===== src/rtl/sp_ram_bist_pkg.sv =====
// Shared definitions for the single-port RAM march BIST: FSM state codes,
// sweep direction and the data pattern generator.
package sp_ram_bist_pkg;

  // FSM state encoding
  typedef logic [2:0] state_t;
  localparam state_t S_IDLE = 3'd0;
  localparam state_t S_WR0  = 3'd1;
  localparam state_t S_RD0  = 3'd2;
  localparam state_t S_WR1  = 3'd3;
  localparam state_t S_RD1  = 3'd4;
  localparam state_t S_FIN  = 3'd5;

  // Address sweep direction of a march pass
  typedef enum logic {
    DIR_UP = 1'b0,
    DIR_DN = 1'b1
  } dir_e;

  // Widest data word the pattern helper supports; callers truncate.
  localparam int PAT_W = 64;

  // pat(w) = seed ^ w, optionally inverted for the second write/read pair.
  function automatic logic [PAT_W-1:0] bist_pattern(
    input logic [PAT_W-1:0] seed,
    input logic [PAT_W-1:0] idx,
    input logic             inv
  );
    logic [PAT_W-1:0] p;
    p = seed ^ idx;
    return inv ? ~p : p;
  endfunction

endpackage


===== src/rtl/sp_ram_bist_cmp.sv =====
// Readback checker: registers the expected word and address of each read,
// compares against RAM data one cycle later, keeps a saturating mismatch
// count and remembers the address of the first mismatch of a run.
module sp_ram_bist_cmp #(
  parameter int DATA_WIDTH = 32,
  parameter int ADDR_WIDTH = 15,
  parameter int ERR_CNT_W  = 16
) (
  input  logic                  clk,
  input  logic                  rst_i,
  input  logic                  clear,
  input  logic                  flush,
  input  logic                  vld_p0,
  input  logic [DATA_WIDTH-1:0] exp_p0,
  input  logic [ADDR_WIDTH-1:0] addr_p0,
  input  logic [DATA_WIDTH-1:0] rdata,
  output logic [ERR_CNT_W-1:0]  err_cnt,
  output logic [ADDR_WIDTH-1:0] fail_addr,
  output logic                  mismatch
);

  logic                  vld_p1;
  logic [DATA_WIDTH-1:0] exp_p1;
  logic [ADDR_WIDTH-1:0] addr_p1;

  // Counter never wraps back to zero, so zero also means "no failure yet".
  function automatic logic [ERR_CNT_W-1:0] sat_inc(input logic [ERR_CNT_W-1:0] v);
    return (&v) ? v : v + 1'b1;
  endfunction

  // p0 -> p1: read issued this cycle, data returns next cycle
  always_ff @(posedge clk or posedge rst_i) begin
    if (rst_i) vld_p1 <= 1'b0;
    else       vld_p1 <= vld_p0 && !flush && !clear;
  end

  // Expected word and address travel with vld_p1 and need no reset
  always_ff @(posedge clk) begin
    exp_p1  <= exp_p0;
    addr_p1 <= addr_p0;
  end

  // p1: compare returned data, aborted runs discard the pending compare
  assign mismatch = vld_p1 && !flush && (rdata != exp_p1);

  // Error counter and first-fail capture, cleared on an accepted start
  always_ff @(posedge clk or posedge rst_i) begin
    if (rst_i) begin
      err_cnt   <= '0;
      fail_addr <= '0;
    end else if (clear) begin
      err_cnt   <= '0;
      fail_addr <= '0;
    end else if (mismatch) begin
      err_cnt <= sat_inc(err_cnt);
      if (err_cnt == '0) fail_addr <= addr_p1;
    end
  end

endmodule


===== src/rtl/sp_ram_bist.sv =====
// March BIST initiator for the single-port RAM: WR0 (up, pat), RD0 (up),
// WR1 (down, ~pat), RD1 (down), one access per cycle, then a FIN cycle
// that drains the last compare before reporting done/pass.
module sp_ram_bist
  import sp_ram_bist_pkg::*;
#(
  parameter int RAM_SIZE   = 32768,
  parameter int ADDR_WIDTH = $clog2(RAM_SIZE),
  parameter int DATA_WIDTH = 32,
  parameter int ERR_CNT_W  = 16
) (
  input  logic                    clk,
  input  logic                    rst_i,
  input  logic                    start_i,
  input  logic                    abort_i,
  input  logic [DATA_WIDTH-1:0]   seed_i,
  output logic                    busy_o,
  output logic                    done_o,
  output logic                    pass_o,
  output logic [ERR_CNT_W-1:0]    err_cnt_o,
  output logic [ADDR_WIDTH-1:0]   fail_addr_o,
  output logic                    ram_en_o,
  output logic [ADDR_WIDTH-1:0]   ram_addr_o,
  output logic [DATA_WIDTH-1:0]   ram_wdata_o,
  output logic                    ram_we_o,
  output logic [DATA_WIDTH/8-1:0] ram_be_o,
  output logic                    ram_bypass_en_o,
  input  logic [DATA_WIDTH-1:0]   ram_rdata_i
);

  localparam int                WORD_W   = ADDR_WIDTH - 2;
  localparam int                N_WORDS  = RAM_SIZE / 4;
  localparam logic [WORD_W-1:0] LAST_IDX = WORD_W'(N_WORDS - 1);

  state_t                state, state_n;
  logic [WORD_W-1:0]     idx, idx_n, step_idx;
  logic [DATA_WIDTH-1:0] seed_q, seed_n;
  dir_e                  dir;
  logic                  end_pass;
  logic                  start_acc, fin_done;
  logic                  acc_n, wr_n;
  logic [DATA_WIDTH-1:0] wpat_n, exp_rd;
  logic                  rd_issue, mismatch;

  assign dir      = (state == S_WR1 || state == S_RD1) ? DIR_DN : DIR_UP;
  assign step_idx = (dir == DIR_UP) ? idx + 1'b1 : idx - 1'b1;
  assign end_pass = (dir == DIR_UP) ? (idx == LAST_IDX) : (idx == '0);

  // Next-state and word-index sequencing; abort wins over any pass step
  always_comb begin
    state_n   = state;
    idx_n     = idx;
    start_acc = 1'b0;
    fin_done  = 1'b0;
    if (state != S_IDLE && abort_i) begin
      state_n = S_IDLE;
      idx_n   = '0;
    end else begin
      case (state)
        S_IDLE: if (start_i) begin
          state_n   = S_WR0;
          idx_n     = '0;
          start_acc = 1'b1;
        end
        S_WR0: if (end_pass) begin
          state_n = S_RD0;
          idx_n   = '0;
        end else idx_n = step_idx;
        S_RD0: if (end_pass) begin
          state_n = S_WR1;
          idx_n   = LAST_IDX;
        end else idx_n = step_idx;
        S_WR1: if (end_pass) begin
          state_n = S_RD1;
          idx_n   = LAST_IDX;
        end else idx_n = step_idx;
        S_RD1: if (end_pass) begin
          state_n = S_FIN;
          idx_n   = '0;
        end else idx_n = step_idx;
        S_FIN: begin
          state_n  = S_IDLE;
          fin_done = 1'b1;
        end
        default: state_n = S_IDLE;
      endcase
    end
  end

  // The first write must already use the seed being captured this edge
  assign seed_n = start_acc ? seed_i : seed_q;
  assign acc_n  = (state_n == S_WR0) || (state_n == S_RD0) ||
                  (state_n == S_WR1) || (state_n == S_RD1);
  assign wr_n   = (state_n == S_WR0) || (state_n == S_WR1);
  assign wpat_n = DATA_WIDTH'(bist_pattern(PAT_W'(seed_n), PAT_W'(idx_n),
                                           state_n == S_WR1));

  // Seed is plain data, captured on an accepted start
  always_ff @(posedge clk) begin
    if (start_acc) seed_q <= seed_i;
  end

  // FSM, status and RAM port registers
  always_ff @(posedge clk or posedge rst_i) begin
    if (rst_i) begin
      state       <= S_IDLE;
      idx         <= '0;
      busy_o      <= 1'b0;
      done_o      <= 1'b0;
      pass_o      <= 1'b0;
      ram_en_o    <= 1'b0;
      ram_we_o    <= 1'b0;
      ram_addr_o  <= '0;
      ram_wdata_o <= '0;
      ram_be_o    <= '0;
    end else begin
      state       <= state_n;
      idx         <= idx_n;
      busy_o      <= (state_n != S_IDLE);
      done_o      <= fin_done;
      if (start_acc)     pass_o <= 1'b0;
      else if (fin_done) pass_o <= (err_cnt_o == '0) && !mismatch;
      ram_en_o    <= acc_n;
      ram_we_o    <= wr_n;
      ram_addr_o  <= acc_n ? {idx_n, 2'b00} : '0;
      ram_wdata_o <= wr_n ? wpat_n : '0;
      ram_be_o    <= acc_n ? '1 : '0;
    end
  end

  assign ram_bypass_en_o = 1'b0;

  // A read on the port this cycle expects pat or ~pat of the current word
  assign rd_issue = (state == S_RD0) || (state == S_RD1);
  assign exp_rd   = DATA_WIDTH'(bist_pattern(PAT_W'(seed_q), PAT_W'(idx),
                                             state == S_RD1));

  sp_ram_bist_cmp #(
    .DATA_WIDTH (DATA_WIDTH),
    .ADDR_WIDTH (ADDR_WIDTH),
    .ERR_CNT_W  (ERR_CNT_W)
  ) u_cmp (
    .clk       (clk),
    .rst_i     (rst_i),
    .clear     (start_acc),
    .flush     (abort_i),
    .vld_p0    (rd_issue),
    .exp_p0    (exp_rd),
    .addr_p0   (ram_addr_o),
    .rdata     (ram_rdata_i),
    .err_cnt   (err_cnt_o),
    .fail_addr (fail_addr_o),
    .mismatch  (mismatch)
  );

endmodule


===== config.mk =====
export PLATFORM = sky130hd
export DESIGN_NAME = sp_ram_bist
export DESIGN_NICKNAME = d
export VERILOG_FILES = /design/src/rtl/sp_ram_bist_pkg.sv /design/src/rtl/sp_ram_bist_cmp.sv /design/src/rtl/sp_ram_bist.sv
export SDC_FILE = /design/constraint.sdc
export NUM_CORES = 1
export LEC_CHECK = 0
export ABC_CLOCK_PERIOD_IN_PS = 3000
export BUFFER_PORTS_ARGS = -buffer_cell sky130_fd_sc_hd__buf_2
export CAP_MARGIN = 15
export CORE_ASPECT_RATIO = 1.75
export CORE_MARGIN = 2
export CORE_UTILIZATION = 50
export DETAILED_ROUTE_END_ITERATION = 6
export GPL_ROUTABILITY_DRIVEN = 0
export PLACE_DENSITY = 0.76
export SYNTH_ARGS = -nofsm -noshare
export SYNTH_HDL_FRONTEND = slang
export SYNTH_SLANG_ARGS = --single-unit

===== constraint.sdc =====
create_clock -name clk -period 3 [get_ports clk]
set_clock_uncertainty 0.2 [all_clocks]
set_input_delay 0.15 -clock clk [delete_from_list [all_inputs] [get_ports clk]]
set_output_delay 0.15 -clock clk [all_outputs]
set_load 0.05 [all_outputs]

[Word level (Yosys, flattened, before mapping)]
Index checks and enable logic that the tools add are counted.
Storage, ports and cells
  bits in registers: 183
  bits of input ports: 68
  output and inout port bits: 88
  logic and storage cells: 97
Operators by class
  add/subtract/negate cells: 3
  equal/unequal tests: 12
  multiplexer cells: 34
  bitwise gates (word level): 4
  reduce and logical (&&, ||, !) cells: 28
Operators by type and width (number)
  32-bit two-way mux: 4
  13-bit two-way mux: 5
  32-bit inverter: 2
  32-bit by 13-bit bitwise XOR with 32-bit output: 2
  15-bit two-way mux: 4
  16-bit two-way mux: 3
  13-bit one-hot mux with 3 select lines: 1
  32-bit inequality test: 1
  3-bit two-way mux: 6
  16-bit by 1-bit adder with 16-bit output (second input constant): 1
  16-bit zero test: 1
  16-bit AND reduction: 1
  3-bit one-hot mux with 5 select lines: 1
  13-bit by 1-bit adder with 13-bit output (second input constant): 1
  13-bit == test (second input constant): 1
  13-bit zero test: 1
  13-bit by 1-bit subtractor with 13-bit output (second input constant): 1
  3-bit by 2-bit == test with 1-bit output (second input constant): 4
  3-bit == test (second input constant): 3
  1-bit two-way mux: 9
  3-bit by 1-bit == test with 1-bit output (second input constant): 2
  1-bit logical AND: 6
  1-bit logical OR: 6
  2-bit nonzero test: 3
  7 further kinds: 12

[Longest topological paths before layout]
  depth after elaboration: 12
  gate-level depth with buffers: 14
  mapped depth without buffers: 11

[By module]
A second synthesis with hierarchy kept.
Second synthesis, totals
  cell total of the unflattened synthesis: 731
  area, all modules: 8075.2 µm²
Modules (own cells, without submodules)
  sp_ram_bist: times used 1, cells each 471, area an instance 4954.8 µm², seq. area each 2292.2 µm²
  sp_ram_bist_cmp: times used 1, cells each 260, area an instance 3120.5 µm², seq. area each 1741.7 µm²

[Least setup slack after synthesis]
Ideal clock, no wire load.
  path kind: register to register
  start: register state[0]
  end: register ram_wdata_o[10]
  setup time: 0.065 ns
  arrival: 3.018 ns
  required time: 2.735 ns
  setup slack: -0.283 ns
  stages on the path, launching flop included: 15
  path buffers: 3
  period minus slack after synthesis: 3.283 ns
  path through: dfrtp_1 -> buf_2 -> nor3b_2 -> buf_6 -> a21o_1 -> buf_6 -> inv_1 -> fa_1 -> nand2b_1 -> a21oi_1 -> nor3_1 -> o41ai_1 -> mux2_2 -> a211o_1 -> nand2_1
Between the ends
  cells in the longest elaborated chain, start to end: 11
  elaborated cells on any way between the ends: 34
  those cells by class: eq/ne: 6; mux: 19; bitwise: 2; reduce/logical: 7
Ends and longest elaborated chain
  start, declared: RTL line sp_ram_bist.sv:35  | state_t state, state_n;
  start signal, assigned: RTL line sp_ram_bist.sv:117  | state <= state_n;
  branches (longest 10 deep; another with 32-bit two-way mux)
  32-bit two-way mux *: RTL line sp_ram_bist.sv:126  | ram_wdata_o <= wr_n ? wpat_n : '0;
  end signal, assigned: RTL line sp_ram_bist.sv:126
  end, declared: RTL line sp_ram_bist.sv:24  | output logic [DATA_WIDTH-1:0] ram_wdata_o,
Mark *: on every way between the ends.
A chain may end at the register's enable or synchronous reset.

[Worst setup path after layout]
  start: register state[0]
  end: register ram_addr_o[8]
Between the ends
  cells in the longest elaborated chain, start to end: 12
  elaborated cells on any way between the ends: 32
  those cells by class: eq/ne: 8; mux: 15; reduce/logical: 9
Ends and longest elaborated chain
  3-bit by 2-bit == test with 1-bit output or 3-bit == test (tied branches): RTL line sp_ram_bist.sv:45, sp_ram_bist.sv:59
  1-bit logical OR: RTL line sp_ram_bist.sv:45  | assign dir = (state == S_WR1 || state == S_RD1) ? DIR_DN : DIR_UP;
  1-bit two-way mux: RTL line sp_ram_bist.sv:45
  1-bit two-way mux: RTL line sp_ram_bist.sv:47  | assign end_pass = (dir == DIR_UP) ? (idx == LAST_IDX) : (idx == '0);
  3-bit two-way mux (on tied branches)
  3-bit one-hot mux with 5 select lines: RTL line sp_ram_bist.sv:59  | case (state)
  3-bit two-way mux: RTL line sp_ram_bist.sv:55  | if (state != S_IDLE && abort_i) begin
  3-bit by 1-bit == test with 1-bit output or 3-bit by 2-bit == test with 1-bit output (tied branches): RTL line sp_ram_bist.sv:92  | assign acc_n = (state_n == S_WR0) || (state_n == S_RD0) ||
  1-bit logical OR (2 in series): RTL line sp_ram_bist.sv:92
  1-bit logical OR: RTL line sp_ram_bist.sv:93  | (state_n == S_WR1) || (state_n == S_RD1);
  15-bit two-way mux *: RTL line sp_ram_bist.sv:125  | ram_addr_o <= acc_n ? {idx_n, 2'b00} : '0;
  end signal, assigned: RTL line sp_ram_bist.sv:125
  end, declared: RTL line sp_ram_bist.sv:23  | output logic [ADDR_WIDTH-1:0] ram_addr_o,
Mark *: on every way between the ends. The rest lies on a longest branch, timed or not.

==> results_dict.tcl <==
set metrics [dict create \
    hold_path_class "in2async" \
    grt_antenna_before_repair 0 \
    max_freq_mhz 336 \
    total_leakage_power_nw 5.06 \
    netlist.area_leader.share_pct 29.7 \
    ys.flop_type "dfrtp_1" \
    timing.critical_path.arrival_ps 3070 \
    final_hold_viol_count 0 \
    critical_path.startpoint_type "flop" \
    synth-warning-count 0 \
    timing_worst_slew_pin_value_ps 646 \
    via_count_of_the_first_global_routing_pass 6628 \
    cts_max_path_buffers 2 \
    setup-tns-final_ps 0 \
    worstSetupPathType "reg2reg" \
    placement.setup.worst_slack_ps -70.5 \
    synth-edff-count 0 \
    timing.final.crit_period_ps 2980 \
    num_rows 61 \
    core_area_sq_um 15900 \
    fill_cells 1276 \
    drt-pass1-iter-count 7 \
    finalCritPeriodShare_pct 99.2 \
    cp_max_fo 11 \
    vias_per_cell 5.35 \
    synth-seq-area-share_pct 48.8 \
    finish.net_count 1119 \
    synth_largest_area_cell "dfrtp_1" \
    hpwl_um 15200 \
    timing.max_slew.rel_slack_pct 56.7 \
    pin_count_of_the_biggest_net_entering_global_routing 62 \
    final.setup.worst_slack_ps 23.1 \
    place.port_buffers 150 \
    top_cells_by_area_in_the_synthesized_netlist "dfrtp_1 (30%), dfxtp_1 (19%), xnor2_1 (6.2%)" \
    cts.reportedPaths.clkPinSlew_ps 70 \
    total_of_flip_flops_plus_latches_after_synthesis 173 \
    outcome "complete, no violations" \
    detail_route.wirelength_um 21300 \
    root_buffer "clkbuf_16" \
    final_layout_size_suffix_gt1_share_pct 27.2 \
    timing_max_transition_violations_final 0 \
    tritoncts_buffers 17 \
    ys_top_cells_by_count "nand2_1 (118), dfrtp_1 (96), dfxtp_1 (77)" \
    dr.first_iter.drc_count 465 \
    synthesis.area_sq_um 8080 \
    synth.most_common_cell "nand2_1" \
    crit_required_ps 3090 \
    postSynthAreaPerCell_sq_um 9.78 \
    ys_types 68 \
    final_setup_vio_count 0 \
    ioPinCount 156 \
    clkLatencyLatePin_ps 420 \
    routedWlPerCell_um 17.2 \
    antennaDiodeCount 0 \
    design.die.area_sq_um 17200 \
    async_reset_ff_share_pct 55.5 \
    grt_overflow_total 0 \
    drt_drc_violations_left 0 \
    tritoncts_clock_tree "yes" \
    worstSetupEndpointType "flop" \
    floorplan.die.height_um 172 \
    die_width_um 100 \
    irDropWorstVdd_uv 327 \
    grt_first_pass_wirelength_um 33000 \
    areaGrowthSynthToFinish_pct 27.8 \
    drt.antenna.violating_nets 0 \
    gr-usage-all-layers_pct 24.7 \
    grt_setup_unrepaired "yes" \
    cts_htree_levels 4 \
    numClockSinks 173 \
    dr_total_vias 6628 \
    floorplan.initialDensity_pct 50.9 \
    syn-instance-count 826 \
    powerDensity_nw_per_um2 622 \
    maxCapViolCount 0 \
]
==> cells in the final DEF (no fill, tap or decap), types with 35 or more instances in the layout <==
cell type / n
nand2_1: 118
buf_4: 48
a21oi_1: 46
dfxtp_1: 77
dlygate4sd3_1: 35
xnor2_1: 57
xor2_1: 53
dfrtp_1: 96
nor2_1: 60
buf_2: 150
==> through the flow <==
step | std cells | hold WS (ps) | cell area, sq um | utilization (%) | power [mW]
after global placement | 1167 | 9.74 | 9250 | 58.3 | 4.17
after global routing | 1239 | 162 | 10300 | 65.0 | 6.68
after floorplan | 830 | 81.5 | 8150 | - | 3.82
final | 1239 | 109 | 10300 | 65.0 | 6.42
after CTS | 1235 | 112 | 10200 | 64.4 | 6.44
after detailed placement | 1167 | 14.7 | 9250 | 58.3 | 4.20
==> flip-flops by register name, summed over array words and instances (netlist names) <==
signal / cells
ram_wdata_o: 32
seed_q: 32
u_cmp.exp_p1: 32
u_cmp.err_cnt: 16
idx: 13
ram_addr_o: 13
u_cmp.addr_p1: 13
u_cmp.fail_addr: 13
state: 3
busy_o: 1
done_o: 1
pass_o: 1
ram_be_o: 1
ram_we_o: 1
u_cmp.vld_p1: 1
==> worst max-delay path, stage by stage (launching register included) <==
cell	delay, ps
dfrtp_1	420
nor2b_2	180
a21o_1	200
buf_6	170
ha_1	350
nand3_1	170
a21oi_4	50
buf_4	130
nor3_2	260
xor2_2	220
nand2_1	70
a22oi_1	330
nor2_1	90
==> kinds of logic (layout without fill, tap and decap cells) <==
| logic type | after synthesis | after routing | synth area share, % |
|---|---|---|---|
| buffers and inverters | 75 | 295 | 4.66 |
| AO/OA/AOI/OAI | 112 | 112 | 8.60 |
| other | 1 | 5 | 0.0464 |
| AND/OR/NAND/NOR | 305 | 305 | 18.5 |
| XOR/XNOR | 114 | 114 | 12.9 |
| adder cells (fa/ha/maj) | 14 | 14 | 2.26 |
| multiplexers | 32 | 32 | 4.27 |
| flip-flops | 173 | 173 | 48.8 |
==> where the power goes <==
part | leakage, nW | internal [mW] | total (mW) | switching, mW
sequential | 1.95 | 2.62 | 2.80 | 0.185
combinational | 2.82 | 0.512 | 1.42 | 0.906
clock | 0.294 | 1.19 | 2.20 | 1.00
==> what timing repair did <==
action                                  CTS  global route
endpoints found under the hold margin    90             0
resized for setup                         5            13
buffers inserted                          1             4
endpoints found under the setup margin    5            14
pin swaps                                 2             1
hold buffers                             35             0
==> final cells by class <==
cell class | count | area (sq um) | area share, %
timing repair buffer | 237 | 1530 | 14.9
clock inverter | 15 | 174 | 1.69
multi-input combinational | 582 | 3910 | 37.9
sequential | 173 | 3940 | 38.2
clock buffer | 17 | 425 | 4.12
inverter | 26 | 100 | 0.970
tap | 189 | 236 | 2.29
==> routing by layer <==
metal / GRT usage [%] / vias up / part of all wire [%]
met5: 0 / - / 0
li1: - / 3179 / -
met3: 3.31 / 66 / 3.6
met4: 15.5 / 0 / 6.0
met1: 26.9 / 3173 / 37
met2: 44.9 / 210 / 53
==> final timing paths <==
| kind | startpoint | end | slack, ps | cells past startpoint |
|---|---|---|---|---|
| max | state[0] | ram_addr_o[8] | 20 | 12 |
| min | rst_i | ram_wdata_o[29] | 110 | 3 |
| max reg2reg | state[0] | ram_addr_o[8] | 20 | 12 |
| min reg2reg | ram_addr_o[9] | u_cmp.addr_p1[9] | 170 | 0 |
| max in group asynchronous | rst_i | ram_addr_o[5] | 1800 | 4 |
| min in group clk | ram_addr_o[9] | u_cmp.addr_p1[9] | 170 | 0 |
Note: power is estimated with default switching activity, not from simulation.
